### src/rtl/quad_enc_counter.sv
// Quadrature encoder front end: synchronizer, per-channel glitch filter, x4 decoder
// with illegal-transition detection, and a signed wrapping position counter.
module quad_enc_counter #(
    parameter int unsigned FILTER_LEN = 4,
    parameter bit          INVERT_DIR = 1'b0,
    parameter int unsigned COUNT_W    = 32
) (
    input  logic               clk_clk,
    input  logic               reset_reset,
    input  logic               enc_a,
    input  logic               enc_b,
    input  logic               clear_count,
    output logic [COUNT_W-1:0] count_export,
    output logic               step_pulse,
    output logic               dir,
    output logic               err_sticky
);

    localparam logic [7:0]         FILT_LAST   = 8'(FILTER_LEN - 1);
    localparam logic [8:0]         SETTLE_DONE = 9'(FILTER_LEN + 3);
    localparam logic [COUNT_W-1:0] ONE         = COUNT_W'(1);

    // Bit 1 carries channel A, bit 0 channel B, so filt_q is the decoder state {A,B}.
    logic [1:0]       s1_q, s2_q;
    logic [1:0]       filt_q, filt_d;
    logic [1:0][7:0]  fcnt_q, fcnt_d;
    logic [1:0]       prev_q;
    logic [8:0]       settle_q;
    logic [COUNT_W-1:0] count_q, count_d;
    logic             step_q, step_d;
    logic             dir_q, dir_d;
    logic             err_q, err_d;

    logic fwd, rev, bad, up, settled;

    always_comb begin
        for (int i = 0; i < 2; i++) begin
            filt_d[i] = filt_q[i];
            fcnt_d[i] = fcnt_q[i] + 8'd1;
            if (s2_q[i] == filt_q[i]) begin
                fcnt_d[i] = 8'd0;
            end else if (fcnt_q[i] == FILT_LAST) begin
                filt_d[i] = s2_q[i];
                fcnt_d[i] = 8'd0;
            end
        end
    end

    always_comb begin
        fwd = 1'b0;
        rev = 1'b0;
        bad = 1'b0;
        case ({prev_q, filt_q})
            4'b00_10, 4'b10_11, 4'b11_01, 4'b01_00: fwd = 1'b1;
            4'b00_01, 4'b01_11, 4'b11_10, 4'b10_00: rev = 1'b1;
            4'b00_11, 4'b11_00, 4'b10_01, 4'b01_10: bad = 1'b1;
            default: ;
        endcase
    end

    assign up      = fwd ? ~INVERT_DIR : INVERT_DIR;
    assign settled = (settle_q == SETTLE_DONE);

    // Clear outranks any step or error decoded in the same cycle.
    always_comb begin
        count_d = count_q;
        dir_d   = dir_q;
        err_d   = err_q;
        step_d  = 1'b0;
        if (clear_count) begin
            count_d = '0;
            err_d   = 1'b0;
        end else if (settled) begin
            if (bad) begin
                err_d = 1'b1;
            end else if (fwd || rev) begin
                step_d  = 1'b1;
                dir_d   = up;
                count_d = up ? (count_q + ONE) : (count_q - ONE);
            end
        end
    end

    always_ff @(posedge clk_clk) begin
        if (reset_reset) begin
            s1_q     <= '0;
            s2_q     <= '0;
            filt_q   <= '0;
            fcnt_q   <= '0;
            prev_q   <= '0;
            settle_q <= '0;
            count_q  <= '0;
            step_q   <= 1'b0;
            dir_q    <= 1'b0;
            err_q    <= 1'b0;
        end else begin
            s1_q     <= {enc_a, enc_b};
            s2_q     <= s1_q;
            filt_q   <= filt_d;
            fcnt_q   <= fcnt_d;
            prev_q   <= filt_q;
            settle_q <= settled ? settle_q : (settle_q + 9'd1);
            count_q  <= count_d;
            step_q   <= step_d;
            dir_q    <= dir_d;
            err_q    <= err_d;
        end
    end

    assign count_export = count_q;
    assign step_pulse   = step_q;
    assign dir          = dir_q;
    assign err_sticky   = err_q;

endmodule

### config.mk
export PLATFORM = sky130hd
export DESIGN_NAME = quad_enc_counter
export DESIGN_NICKNAME = d
export VERILOG_FILES = /design/src/rtl/quad_enc_counter.sv
export SDC_FILE = /design/constraint.sdc
export NUM_CORES = 1
export LEC_CHECK = 0
export CAP_MARGIN = 10
export CORE_UTILIZATION = 58
export CTS_CLUSTER_SIZE = 10
export DETAILED_ROUTE_END_ITERATION = 12
export GPL_TIMING_DRIVEN = 0
export PLACE_DENSITY_LB_ADDON = 0.2
export SLEW_MARGIN = 40
export SYNTH_ARGS = -nofsm -noshare
export SYNTH_HDL_FRONTEND = slang
export SYNTH_SLANG_ARGS = --single-unit
### constraint.sdc
create_clock -name clk_clk -period 4.5 [get_ports clk_clk]
set_input_delay 1.35 -clock clk_clk [delete_from_list [all_inputs] [get_ports clk_clk]]
set_output_delay 1.35 -clock clk_clk [all_outputs]
set_load 0.02 [all_outputs]
==> results of run 1 <==
-- worst reg2reg max path, delay by kind of cell (launching register included) --
kind	cells	cell delay, ps
compound gates	5	1570
simple gates	3	610
flops	1	480
fa+ha+maj	1	470
buf+inv	2	620
xor+xnor	1	200
-- how the worst max path moves through the flow --
| stage | start | endpoint | slack, ps | cells after the start |
|---|---|---|---|---|
| floorplan | filt_q[1] | count_export[28] | 1060 | 12 |
| global placement | filt_q[1] | count_export[27] | 220 | 12 |
| detailed placement | filt_q[1] | count_export[28] | 570 | 12 |
| CTS | filt_q[1] | count_export[23] | 520 | 12 |
| global route | filt_q[1] | count_export[27] | 50 | 12 |
| finish | filt_q[1] | count_export[23] | 430 | 12 |
-- logic make-up after synthesis --
family                     after synthesis
AOI/OAI and AO/OA                      149
xor gates and xnor gates                42
adders and majority gates               34
buffers and inverters                   30
DFF                                     68
muxes                                    5
and+or+nand+nor                        220
-- final cells by class --
type	count	area share, %
clock inverter	7	1.48
clock buffer	9	2.44
sequential	68	26.8
multi-input combinational	450	56.4
buffer	24	2.24
inverter	6	0.444
timing repair buffer	39	7.69
tap	99	2.44
-- stage by stage --
step | setup slack [ps] | area (sq um)
global placement | 224 | 4880
CTS | 520 | 5070
detailed placement | 575 | 4880
floorplan | 1060 | 4360
finish | 428 | 5070
global route | 51.3 | 5070
-- cell usage in the layout, fill, tap and decap left out, drive strengths merged, types with 2 or more instances in the layout --
| cell | Yosys | layout |
|---|---|---|
| dfxtp | 68 | 68 |
| nand2 | 63 | 63 |
| nor2 | 55 | 55 |
| a21oi | 53 | 53 |
| clkdlybuf4s50 | 0 | 39 |
| ha | 33 | 33 |
| o21ai | 33 | 33 |
| clkbuf | 18 | 27 |
| nand3 | 26 | 26 |
| xor2 | 24 | 24 |
| xnor2 | 18 | 18 |
| nor3 | 18 | 18 |
| and3 | 14 | 14 |
| nand4 | 11 | 11 |
| or3 | 11 | 11 |
| a21o | 10 | 10 |
| nor2b | 9 | 9 |
| o21a | 8 | 8 |
| a211o | 7 | 7 |
| inv | 6 | 7 |
| buf | 6 | 6 |
| o21bai | 5 | 5 |
| and2 | 4 | 4 |
| mux2i | 4 | 4 |
| a31oi | 4 | 4 |
| o211ai | 4 | 4 |
| a211oi | 3 | 3 |
| o2111ai | 3 | 3 |
| o31ai | 3 | 3 |
| clkinvlp | 0 | 3 |
| a221oi | 2 | 2 |
| nand3b | 2 | 2 |
| a311oi | 2 | 2 |
| a221o | 2 | 2 |
| nor4b | 2 | 2 |
| a21boi | 2 | 2 |
| clkinv | 0 | 2 |
-- sequential cells by signal, indices dropped and copies added (netlist names), 2 cells and up --
| signal | cells |
|---|---|
| count_export | 32 |
| fcnt_q | 16 |
| settle_q | 9 |
| filt_q | 2 |
| prev_q | 2 |
| s1_q | 2 |
| s2_q | 2 |
-- routing by layer --
layer / up-vias / part of all wire, % / track usage, %
li1: 2077 / - / -
met1: 1971 / 45 / 36.4
met2: 127 / 48 / 49.3
met3: 14 / 5.3 / 5.69
met4: 0 / 1.4 / 7.48
met5: - / 0 / 0
-- power by group --
group          switching, mW  total [mW]  internal [mW]
sequential           0.00380       0.610          0.606
combinational         0.0167      0.0261        0.00937
clock                  0.263       0.521          0.258
==> run_results.csv, run 1 <==
group,metric,value,unit
detailed_routing,wirelength,10800,um
synth,yosysSeqAreaShare,31.2,%
synth,ys_warn_count,0,
synth,yosys.cell_types.count,57,
placement,hpwl,7750,um
global_route,overflow,0,
clock_tree,cts_buffers,9,
detailed_routing,avgRoutedWirePerCell,15.4,um
layout,n_antenna_cell,0,
synth,synth_compound_area_share,21.5,%
synth,synth_top_area_cell,"dfxtp_1",
detailed_routing,drt_iter0_markers,261,
sta,fmax,246,MHz
floorplan,fp.dieH,88.7,um
worst_setup_path,slowest_delay,640,ps
global_route,antenna_found_initial,0,
placement,portBuffers,39,
worst_setup_path,reg2regPathDepth,12,
layout,fin_nets,637,
layout,seq_area,1360,sq um
placement,gp_congestion,0.908,
synth,synth_cells,548,
worst_setup_path,worstSetupEndpointType,"register",
run,maxCapViolCount,0,
sta,tightest_slew,675,ps
clock_tree,htree_num_levels,3,
hold_path,holdPathStages,1,
global_route,track_usage,28.6,%
synth,synthMuxAreaShare,1.18,%
sta,timing.hold.ws,464,ps
worst_setup_path,reg2reg_slack,430,ps
detailed_routing,firstDrtPassIters,5,
clock_tree,insertion_delay,360,ps
floorplan,dieArea,7870,sq um
clock_tree,cts_buffer_depth,2,
floorplan,start_util,60.1,%
sta,min_period_over_period,90.5,%
worst_setup_path,r2r-end,"count_export[23]",
synth,ys_dominant_reg_cell,"dfxtp_1",
synth,synthAdderAreaFrac,9.93,%
synth,synth_top_family_by_area,"simple AND/OR/NAND/NOR gates",
worst_setup_path,rr_startpoint,"filt_q[1]",
layout,instances_no_fill,702,
detailed_routing,antenna_left,0,
sta,maxSlewViolCount,0,
floorplan,die_w,88.7,um
floorplan,io_pins,40,
sta,hold_viol_final,0,
synth,ys_top_cells_by_area,"dfxtp_1 31%, ha_1 9.5%, a21oi_1 6.1%",
clock_tree,cts_tree,"yes",
sta,tns,0,ps
synth,synthArstFlopShare,0,%
sta,skew,12.9,ps
pwr,power_leakage,2.18,nW
detailed_routing,via_per_inst,5.97,
worst_setup_path,cp.arrival,4310,ps
synth,synthXorXnorAreaFrac,8.43,%
clock_tree,cts.hold.buffers_added,0,
synth,synthesis.nets,587,
layout,multi_input_area,2860,sq um
worst_setup_path,cpLargestDelayFamily,"compound AO/OA/AOI/OAI gates",
synth,netlist_top_cells_count,"68 x dfxtp_1, 62 x nand2_1, 55 x nor2_1",
synth,yosysMostFrequentCell,"dfxtp_1",
clock_tree,cts_resized,0,
synth,synth_edf_count,0,
clock_tree,cts_root_buf,"clkbuf_8",
global_route,grt_max_degree,33,
synth,yosys.area_share.simple,24.6,%
global_route,grt_pass1_vias,3785,
detailed_routing,vias,4189,
sta,rsz0062_at_grt,"false",
worst_setup_path,worstPathMaxFanout,32,
sta,min_period,4070,ps
hold_path,min_to,"fcnt_q[0]",
synth,synth.top_cell.area_share,31.2,%
sta,slew-limit-headroom,55.0,%
floorplan,coreArea,7250,sq um
worst_setup_path,path_buf_inv,2,
clock_tree,cts_setup_buffers,0,
sta,setup_violations,0,
hold_path,min_path_type,"register to register",
synth,ys_ff_latch,68,
clock_tree,clkSlewWorstSetupHoldPaths,90,ps
worst_setup_path,crit_path_top_delay_cell,"o31ai_1",
worst_setup_path,start_kind,"register",
clock_tree,cts.sinks,68,
floorplan,rows,31,
synth,synth_area,4360,sq um
pwr,ir_worst_vdd,200,uV
layout,drive_gt1_share,5.31,%
layout,fill_cells,643,
pwr,powerDensity,228,nW/um^2
layout,post-route-util,70.0,%
hold_path,hp-start,"fcnt_q[0]",
pwr,finalPower,1.16,mW
placement,dp_cells,686,
status,outcome,"finished clean",
worst_setup_path,crit_path_cell_trace,"xor2_1, and2_1, clkbuf_1, inv_2, ha_1, a21oi_1, nand2_1, o2111ai_1, nand3_1, o31ai_1, o21a_1, o211ai_1",
worst_setup_path,crit_type,"register to register",
synth,synth.avg_cell_area,7.96,sq um
global_route,grt_pass1_wl,17500,um
worst_setup_path,cp_data_required_time,4740,ps
layout,syn_to_final_growth,16.4,%
detailed_routing,drcViolationCount,0,
(Power assumes the default switching activity.)
==> inputs of run 2 (changes only) <==
- SLEW_MARGIN: 40 -> unset
==> run_results.csv, run 2 (synthesized netlist as in run 1, its figures left out) <==
group,metric,value,unit
global_route,grt_max_degree,33,
worst_setup_path,start_kind,"register",
sta,min_period,4140,ps
detailed_routing,wirelength,10900,um
worst_setup_path,cp.arrival,4440,ps
pwr,powerDensity,226,nW/um^2
global_route,grt_pass1_wl,17500,um
clock_tree,cts_tree,"yes",
clock_tree,cts_buffers,9,
worst_setup_path,slowest_delay,480,ps
sta,min_period_over_period,91.9,%
clock_tree,cts_root_buf,"clkbuf_8",
clock_tree,insertion_delay,360,ps
clock_tree,cts.sinks,68,
floorplan,die_w,88.7,um
layout,multi_input_area,2860,sq um
clock_tree,cts_buffer_depth,2,
clock_tree,clkSlewWorstSetupHoldPaths,90,ps
floorplan,coreArea,7250,sq um
floorplan,rows,31,
layout,final_cell_mix,"68 x dfxtp_1, 62 x nand2_1, 55 x nor2_1, 53 x a21oi_1, 39 x clkdlybuf4s50_1",
pwr,finalPower,1.16,mW
global_route,antenna_found_initial,0,
sta,tns,0,ps
layout,fill_cells,637,
floorplan,dieArea,7870,sq um
worst_setup_path,cp_common_cell,"a211o_1",
floorplan,io_pins,40,
sta,slew-limit-headroom,53.0,%
worst_setup_path,worstSetupEndpointType,"register",
worst_setup_path,cp_data_required_time,4800,ps
pwr,ir_worst_vdd,200,uV
sta,tightest_slew,700,ps
layout,fin_nets,642,
layout,final_common_cell,"dfxtp_1",
global_route,overflow,0,
clock_tree,htree_num_levels,3,
worst_setup_path,worstPathMaxFanout,7,
worst_setup_path,crit_type,"register to register",
detailed_routing,firstDrtPassIters,6,
pwr,power_leakage,2.21,nW
worst_setup_path,path_buf_inv,4,
floorplan,start_util,60.1,%
detailed_routing,drt_iter0_markers,236,
global_route,track_usage,28.6,%
detailed_routing,avgRoutedWirePerCell,15.5,um
layout,drive_gt1_share,6.09,%
placement,portBuffers,39,
hold_path,min_path_type,"register to register",
clock_tree,cts.hold.buffers_added,0,
status,outcome,"finished clean",
sta,setup_violations,0,
placement,gp_congestion,0.908,
layout,n_antenna_cell,0,
layout,seq_area,1360,sq um
global_route,grt_pass1_vias,3785,
detailed_routing,drcViolationCount,0,
detailed_routing,via_per_inst,6.01,
floorplan,fp.dieH,88.7,um
sta,maxSlewViolCount,0,
sta,rsz0062_at_grt,"false",
run,maxCapViolCount,0,
worst_setup_path,cpLargestDelayFamily,"compound AO/OA/AOI/OAI gates",
worst_setup_path,crit_path_top_delay_cell,"dfxtp_1",
placement,hpwl,7750,um
detailed_routing,antenna_left,0,
detailed_routing,vias,4252,
layout,largest_reg_flops,32,
layout,syn_to_final_growth,17.6,%
sta,skew,14.5,ps
worst_setup_path,crit_path_cell_trace,"xor2_1, and2_1, clkbuf_1, clkinvlp_4, buf_4, buf_12, fa_1, a21oi_1, o221ai_1, a211o_1, a21boi_1, o22ai_1, a2111oi_1, a211o_1",
sta,hold_viol_final,0,
sta,fmax,242,MHz
[run 2: cell count changes in the layout (fill, tap and decap cells not counted), sizes merged]
cell | before | now
clkinvlp | 3 | 5
buf | 6 | 10
inv | 7 | 6
[run 2: worst paths after layout]
path                                start          endpoint  slack, ps  depth (start not counted)
worst max-delay path            filt_q[1]  count_export[28]        360                         14
worst max register to register  filt_q[1]  count_export[28]        360                         14
worst min register to register  fcnt_q[0]         fcnt_q[0]        460                          1
worst min-delay path            fcnt_q[0]         fcnt_q[0]        460                          1
[run 2: repair_timing]
item                                    in CTS  in global routing
gates resized for setup                      0                  2
setup buffers                                0                  4
endpoints found under the setup margin       0                 10
[run 2: through the flow]
step | hold slack, ps | instance area (sq um) | worst slack, ps | instances | utilization [%]
after global placement | 424 | 4880 | 224 | 686 | 67.2
after CTS | 464 | 5070 | 136 | 702 | 70.0
after global routing | 475 | 5130 | 55.3 | 707 | 70.7
final | 465 | 5130 | 363 | 707 | 70.7
after detailed placement | 447 | 4880 | 193 | 686 | 67.2
after floorplan | 414 | 4360 | 1060 | 548 | -
[run 2: layout make-up]
type | count | share of cell area, %
multi-input combinational | 450 | 55.8
sequential | 68 | 26.5
timing repair buffer | 43 | 8.44
clock buffer | 9 | 2.42
tap | 99 | 2.42
buffer | 24 | 2.22
clock inverter | 7 | 1.46
inverter | 6 | 0.512
timing repair inverter | 1 | 0.146
[run 2: power breakdown]
group,leakage [nW],switching (mW),internal [mW]
Clock,0.0918,0.266,0.258
Sequential,0.549,0.00378,0.606
Combinational,1.57,0.0168,0.00938
Total,2.21,0.287,0.873
[run 2: worst register-to-register path, stage by stage, from the launching register on]
cell and delay (ps):
dfxtp_1 480, xor2_1 200, and2_1 140, clkbuf_1 410, clkinvlp_4 150, buf_4 180, buf_12 130, fa_1 390
a21oi_1 240, o221ai_1 290, a211o_1 370, a21boi_1 300, o22ai_1 190, a2111oi_1 450, a211o_1 150
[run 2: per-layer routing]
layer / global-route usage, % / wire [um] / vias up
met2: 49.3 / 5310 / 123
met5: 0 / 0 / -
met1: 36.4 / 5010 / 2025
met3: 5.69 / 499 / 14
met4: 7.48 / 129 / 0
li1: - / - / 2090
